**src/rtl/tthbif_pkg.sv**
```systemverilog
// Shared constants, FSM state encoding and lane config layout for the tthbif UART register file.
package tthbif_pkg;

    localparam logic [3:0] AddrId      = 4'h0;
    localparam logic [3:0] AddrStatus  = 4'h1;
    localparam logic [3:0] AddrLane0   = 4'h2;
    localparam logic [3:0] AddrScratch = 4'hF;

    localparam logic [7:0] IdValue  = 8'h48;
    localparam logic [7:0] AckValue = 8'hA5;

    localparam int unsigned CmdWrBit   = 7;
    localparam int unsigned CmdAddrMsb = 3;
    localparam int unsigned CmdAddrLsb = 0;

    typedef enum logic [1:0] {
        StIdle,
        StWdata,
        StResp
    } state_e;

    typedef struct packed {
        logic [1:0] flop_tap_sel;
        logic [1:0] comb_tap_sel;
    } lane_cfg_t;

    localparam lane_cfg_t LaneCfgReset = '{flop_tap_sel: 2'b11, comb_tap_sel: 2'b11};

endpackage

```
**src/rtl/tthbif_rf.sv**
```systemverilog
// UART-driven register file for per-lane tap selects.
// Define TTHBIF_RF_WACK_EN to have every completed write answered with an ack byte.
module tthbif_rf #(
    parameter int unsigned NUM_LANES = 1
) (
    input  logic                   clk_i,
    input  logic                   rst_ni,
    input  logic                   en_i,
    input  logic                   rx_data_valid_i,
    input  logic [7:0]             rx_data_i,
    output logic                   tx_data_valid_o,
    output logic [7:0]             tx_data_o,
    input  logic                   tx_data_ready_i,
    output logic [2*NUM_LANES-1:0] comb_tap_sel_o,
    output logic [2*NUM_LANES-1:0] flop_tap_sel_o
);
    import tthbif_pkg::*;

    state_e     state_q, state_d;
    logic [7:0] tx_data_q, tx_data_d;
    logic       drop_q, drop_d;
    logic [7:0] scratch_q, scratch_d;
    logic [3:0] waddr_q, waddr_d;
    lane_cfg_t  lane_cfg_q [NUM_LANES];
    lane_cfg_t  lane_cfg_d [NUM_LANES];

    logic       cmd_wr;
    logic [3:0] cmd_addr;
    logic [7:0] rd_data;

    assign cmd_wr   = rx_data_i[CmdWrBit];
    assign cmd_addr = rx_data_i[CmdAddrMsb:CmdAddrLsb];

    always_comb begin
        rd_data = 8'h00;
        if (cmd_addr == AddrId) begin
            rd_data = IdValue;
        end else if (cmd_addr == AddrStatus) begin
            rd_data = {7'b0, drop_q};
        end else if (cmd_addr == AddrScratch) begin
            rd_data = scratch_q;
        end
        for (int unsigned i = 0; i < NUM_LANES; i++) begin
            if (cmd_addr == 4'(32'(AddrLane0) + i)) begin
                rd_data = {4'h0, lane_cfg_q[i]};
            end
        end
    end

    always_comb begin
        state_d   = state_q;
        tx_data_d = tx_data_q;
        drop_d    = drop_q;
        scratch_d = scratch_q;
        waddr_d   = waddr_q;
        lane_cfg_d = lane_cfg_q;

        if (!en_i) begin
            state_d = StIdle;
        end else begin
            unique case (state_q)
                StIdle: begin
                    if (rx_data_valid_i) begin
                        if (cmd_wr) begin
                            waddr_d = cmd_addr;
                            state_d = StWdata;
                        end else begin
                            tx_data_d = rd_data;
                            state_d   = StResp;
                            // Status returns the pre-clear DROP value.
                            if (cmd_addr == AddrStatus) begin
                                drop_d = 1'b0;
                            end
                        end
                    end
                end
                StWdata: begin
                    if (rx_data_valid_i) begin
                        if (waddr_q == AddrScratch) begin
                            scratch_d = rx_data_i;
                        end
                        for (int unsigned i = 0; i < NUM_LANES; i++) begin
                            if (waddr_q == 4'(32'(AddrLane0) + i)) begin
                                lane_cfg_d[i] = rx_data_i[3:0];
                            end
                        end
`ifdef TTHBIF_RF_WACK_EN
                        tx_data_d = AckValue;
                        state_d   = StResp;
`else
                        state_d   = StIdle;
`endif
                    end
                end
                StResp: begin
                    if (rx_data_valid_i) begin
                        drop_d = 1'b1;
                    end
                    if (tx_data_ready_i) begin
                        state_d = StIdle;
                    end
                end
                default: state_d = StIdle;
            endcase
        end
    end

    always_ff @(posedge clk_i or negedge rst_ni) begin
        if (!rst_ni) begin
            state_q    <= StIdle;
            tx_data_q  <= 8'h00;
            drop_q     <= 1'b0;
            scratch_q  <= 8'h00;
            waddr_q    <= 4'h0;
            lane_cfg_q <= '{default: LaneCfgReset};
        end else begin
            state_q    <= state_d;
            tx_data_q  <= tx_data_d;
            drop_q     <= drop_d;
            scratch_q  <= scratch_d;
            waddr_q    <= waddr_d;
            lane_cfg_q <= lane_cfg_d;
        end
    end

    assign tx_data_valid_o = (state_q == StResp);
    assign tx_data_o       = tx_data_q;

    always_comb begin
        comb_tap_sel_o = '0;
        flop_tap_sel_o = '0;
        for (int unsigned i = 0; i < NUM_LANES; i++) begin
            comb_tap_sel_o[2*i +: 2] = lane_cfg_q[i].comb_tap_sel;
            flop_tap_sel_o[2*i +: 2] = lane_cfg_q[i].flop_tap_sel;
        end
    end

endmodule

```
**config.mk**
```make
export PLATFORM = sky130hd
export DESIGN_NAME = tthbif_rf
export DESIGN_NICKNAME = d
export VERILOG_FILES = /design/src/rtl/tthbif_pkg.sv /design/src/rtl/tthbif_rf.sv
export SDC_FILE = /design/constraint.sdc
export NUM_CORES = 1
export LEC_CHECK = 0
export CELL_PAD_IN_SITES_DETAIL_PLACEMENT = 0
export CELL_PAD_IN_SITES_GLOBAL_PLACEMENT = 1
export CORE_MARGIN = 2
export CORE_UTILIZATION = 35
export CTS_BUF_LIST = sky130_fd_sc_hd__clkbuf_4 sky130_fd_sc_hd__clkbuf_8
export CTS_CLUSTER_DIAMETER = 200
export DETAILED_ROUTE_END_ITERATION = 12
export GPL_ROUTABILITY_DRIVEN = 0
export PLACE_DENSITY_LB_ADDON = 0.1
export SLEW_MARGIN = 20
export SYNTH_ARGS = -nofsm -noshare
export SYNTH_HDL_FRONTEND = slang
export SYNTH_SLANG_ARGS = --single-unit
```
**constraint.sdc**
```tcl
create_clock -name clk_i -period 2 [get_ports clk_i]
set_input_delay 0.4 -clock clk_i [delete_from_list [all_inputs] [get_ports clk_i]]
set_output_delay 0.4 -clock clk_i [all_outputs]
set_load 0.02 [all_outputs]
```
Word level (Yosys, flattened, before mapping)
Index checks and enable logic that the tools add are counted.
{"block": "word_totals", "ff_bits": 27, "in_bits": 13, "out_inout_bits": 13, "elab_cells": 46}
{"block": "op_classes", "n_eq_ne": 14, "n_mux": 15, "bitwise": 1, "n_reduce_logical": 9}
{"operator": "8-bit two-way mux", "n": 4}
{"operator": "4-bit AND reduction", "n": 4}
{"operator": "2-bit two-way mux", "n": 5}
{"operator": "4-bit by 2-bit equality test with 1-bit output (second input constant)", "n": 2}
{"operator": "4-bit equality test (second input constant)", "n": 2}
{"operator": "2-bit != test (second input constant)", "n": 4}
{"operator": "3-bit != test (second input constant)", "n": 2}
{"operator": "2-bit one-hot mux with 3 select lines", "n": 1}
{"operator": "6-bit AND reduction", "n": 1}
{"operator": "4-bit by 1-bit equality test with 1-bit output (second input constant)", "n": 1}
{"operator": "4-bit logical NOT", "n": 1}
{"operator": "1-bit two-way mux", "n": 4}
{"operator": "3-bit by 2-bit != test with 1-bit output (second input constant)", "n": 1}
{"operator": "3-bit AND reduction", "n": 1}
{"operator": "2-bit by 1-bit equality test with 1-bit output (second input constant)", "n": 1}
{"operator": "2-bit equality test (second input constant)", "n": 1}
{"operator": "2-bit logical NOT", "n": 1}
{"operator": "1-bit one-hot mux with 2 select lines", "n": 1}
{"operator": "2-bit nonzero test", "n": 1}
{"operator": "1-bit inverter", "n": 1}

Longest topological paths before layout
{"block": "depth", "word_depth": 5, "depth_mapped": 5, "mapped_depth_nobuf": 3}

Worst setup path before layout
OpenSTA, ideal clock, no wires.
{"block": "synth_timing", "path_type": "flip-flop to flip-flop", "from": "register waddr_q[0]", "to": "register lane_cfg_q (netlist bit comb_tap_sel_o[0])", "setup_ps": 82, "arrival_ps": 1381, "required_time_ps": 1918, "slack_ps": 537, "path_stages_with_launch": 4, "path_buffers": 0, "period_less_slack_ps": 1463, "cell_sequence": "dfrtp_1 -> or3_1 -> or3_4 -> mux2_4"}
{"block": "synth_between", "elab_chain_cells": 2}
{"item": "start, declared", "line": "tthbif_rf.sv:23", "rtl": "logic [3:0] waddr_q, waddr_d;"}
{"item": "start signal, assigned", "line": "tthbif_rf.sv:121", "rtl": "waddr_q <= waddr_d;"}
{"item": "4-bit by 2-bit equality test with 1-bit output", "line": "tthbif_rf.sv:83", "rtl": "if (waddr_q == 4'(32'(AddrLane0) + i)) begin"}
{"item": "4-bit AND reduction (no line)"}
{"item": "end signal, assigned", "line": "tthbif_rf.sv:122", "rtl": "lane_cfg_q <= lane_cfg_d;"}
{"item": "end, declared", "line": "tthbif_rf.sv:24", "rtl": "lane_cfg_t lane_cfg_q [NUM_LANES];"}
Every way passes these cells.
A chain may end at the register's enable or synchronous reset.

Worst setup path after layout
{"block": "layout_timing", "from": "register lane_cfg_q (netlist bit flop_tap_sel_o[0])", "to": "output port flop_tap_sel_o[0]"}
{"item": "end, declared", "line": "tthbif_rf.sv:15", "rtl": "output logic [2*NUM_LANES-1:0] flop_tap_sel_o"}
No word-level cell between the ends.

==> results.md <==
- Status: finished clean
- DRC errors left: 0
- Crit path max-delay cell type: clkdlybuf4s50_1
- Final hold viol count: 0
- Ant. Diodes: 0
- Synthesized flop and latch total: 27
- R2R depth: 3
- CP Launch Type: flop
- CP max stage delay: 0.60 ns
- Worst r2r src: waddr_q[0]
- Net count after synthesis: about 120
- Final Setup Violations: 0
- Fmax: 0.5466 GHz
- Min-delay worst type: in -> async
- Least-Margin Pin Slew: approximately 0.4 ns
- Average wire per standard cell: 14.76 µm
- IO Count: 26
- Initial Util: 35.70%
- Psw: 0.3372 mW
- Die area: 0.004180 mm²
- Average size of a mapped cell: 12.62 µm²
- Post-synth ARST share: 100.0%
- Req. time, crit path: 1.60 ns
- Final core occ: 45.98%
- Leakage: 0.7273 nW
- Vias in the first global route: 936
- Die W: 64.65 µm
- Placed wire-length estimate: 2048 µm
- Critical path class: reg -> out
- Pre-CTS setup slack: 0.04938 ns
- Synth cell types: 36
- Layout cell share with drive strength beyond 1: 29.85%
- Clock share of power: 24.3%
- Die Ht: 64.65 µm
- Initial DRT Pass Iterations: 2
- Post-CTS sizing: 0
- Final period utilization: 91.48%
- Max Slew Vio Count: 0
- Total clock buffers created by CTS: 3
- Worst setup EP type: primary output
- Row count: 22
- Slew HR: 73.04%
- Root buf cell: clkbuf_8
- Vias: 907
- Largest area contributor in the netlist: dfrtp_1
- Crit path DAT: roughly 1.4 ns
- Maximum VDD drop: 0.2896 mV
- Core area: between 0.003 and 0.004 mm²
- Synth Flop Type: dfrtp_1
- Post-synthesis sequential area ratio: 52.87%
- Top-count cell post-synth: dfrtp_1
- Sequential power share: a little over half
- PwrDens: 758.1 mW/mm²
- Mapped Area: 0.001287 mm²
- Logic gate share of total power: around 23%
- Setup WS post-layout: between 0.15 and 0.2 ns
- Largest net degree at the start of global routing: 28
- Yosys top cell area share: 44.70%
- CP Max Fanout: 3
- Critical Path Source: flop_tap_sel_o[0]
- Switching part of the total power: 26.83%
- DRT antenna net count: 0
- YS warnings: 0
- Setup bufs post-CTS: 0
- CP Capture Point: flop_tap_sel_o[0]
- Initial antenna violation count: 0
- Skew final: 0.005679 ns
- Setup TNS: 0 ns
- Hold_buf cts: 0
- Pint: 0.9196 mW
- CTS tree: built
- Reg clk slew, reported paths: around 0.09 ns
- RSZ-0062 raised after global routing: false
- Cells after Synth: a little over 100
- Largest cells by area after synthesis: dfrtp_1 45%, mux2_2 9.6%, dfstp_2 8.2%
- Post-synth EDFFs: 0
- Global Route Usage Sum: 14.86%
- Cell Chain, Critical Path: clkdlybuf4s50_1
- Max Cap Viol: 0
- Port-buffer cells: 25
- Post-layout min period: ~1.8 ns
- Total Nets Final: 148
- Worst path depth: 1
- Iteration-0 DRC Markers: 23
- Total grt overflow: 0
- Reg2reg end: flop_tap_sel_o[1]
- Htree depth: 1
- Commonest cells post-synth: 23 x dfrtp_1, 11 x mux2_2, 9 x a21oi_1
- First-pass GRT wire length: 4705 µm
- Num Clock Sinks: 27
- R2r setup slk: 0.47 ns
- Buf/Inv on CP: 1
- CP delay by family, top: buffers and inverters
- Detailed Route WL: ~2700 µm
- CTS max path bufs: 2
- Area grow syn2layout: 28.77%
- Via density per instance: 4.984
- Final hold slack: roughly 0.50 ns
- Clock latency on the worst-skew pair: 0.27 ns
-- sequential cells by signal, indices dropped and copies added (netlist names) --
signal	cells
scratch_q	8
tx_data_o	8
waddr_q	4
comb_tap_sel_o	2
flop_tap_sel_o	2
state_q	2
drop_q	1
-- cell type report --
class	count	area, µm²
fillers	346	1948
flip-flops and latches	27	680.7
multi-input cells	62	524.3
repair buffers	34	320.3
well taps	48	60.06
clock buffers	3	41.29
inverters	7	26.28
clock inverters	1	5.005
-- worst reg2reg max path, delay by kind of cell (launching register included) --
family,cells,cell delay [ns]
mux,1,0.31
flops,1,0.39
simple gates,2,0.76
-- routing by layer --
layer	GRT usage, %	vias up	wire, µm
li1	-	439	-
met5	0	-	0
met1	20.42	449	1346
met2	23.18	17	1233
met4	5.585	0	23
met3	2.951	2	83
-- power groups by stage --
| stage | logic, mW | clock network, mW | registers (mW) |
|---|---|---|---|
| CTS | 0.291 | 0.319 | 0.665 |
| detailed placement | 0.290 | 0 | 0.676 |
| finish | 0.286 | 0.306 | 0.664 |
| global route | 0.311 | 0.355 | 0.675 |
| floorplan | 0.115 | 0 | 0.707 |
| global placement | 0.289 | 0 | 0.673 |
-- worst min path at each step --
| stage | start | to | slack, ns |
|---|---|---|---|
| finish | rst_ni | tx_data_o[4] | 0.50 |
| global route | rst_ni | tx_data_o[4] | 0.51 |
| CTS | rst_ni | tx_data_o[4] | 0.51 |
| detailed placement | scratch_q[0] | scratch_q[0] | 0.49 |
| global placement | scratch_q[0] | scratch_q[0] | 0.48 |
| floorplan | rst_ni | drop_q | 0.10 |
-- cells by family after synthesis --
kind of cell,synth area share [%]
AO/OA/AOI/OAI,10.30
AND/OR/NAND/NOR,14.97
buffers and inverters,6.413
flip-flops,52.87
multiplexers,15.45
-- layout by cell type (no fill, tap or decap), types with 4 or more instances in the layout --
master / count
a21oi_1: 9
mux2_2: 11
inv_1: 7
dfstp_2: 4
dfrtp_1: 23
mux2_4: 5
buf_4: 9
clkdlybuf4s50_1: 24
nand4_1: 4
o21ai_0: 4
-- per-stage QoR --
step           area [µm²]  power (mW)  std cells
3_3_place_gp         1609      0.9619        178
2_1_floorplan        1287      0.8229        102
3_5_place_dp         1609      0.9664        178
5_1_grt              1658       1.341        182
6_report             1658       1.257        182
4_1_cts              1655       1.276        182
Note: power is estimated with default switching activity, not from simulation.
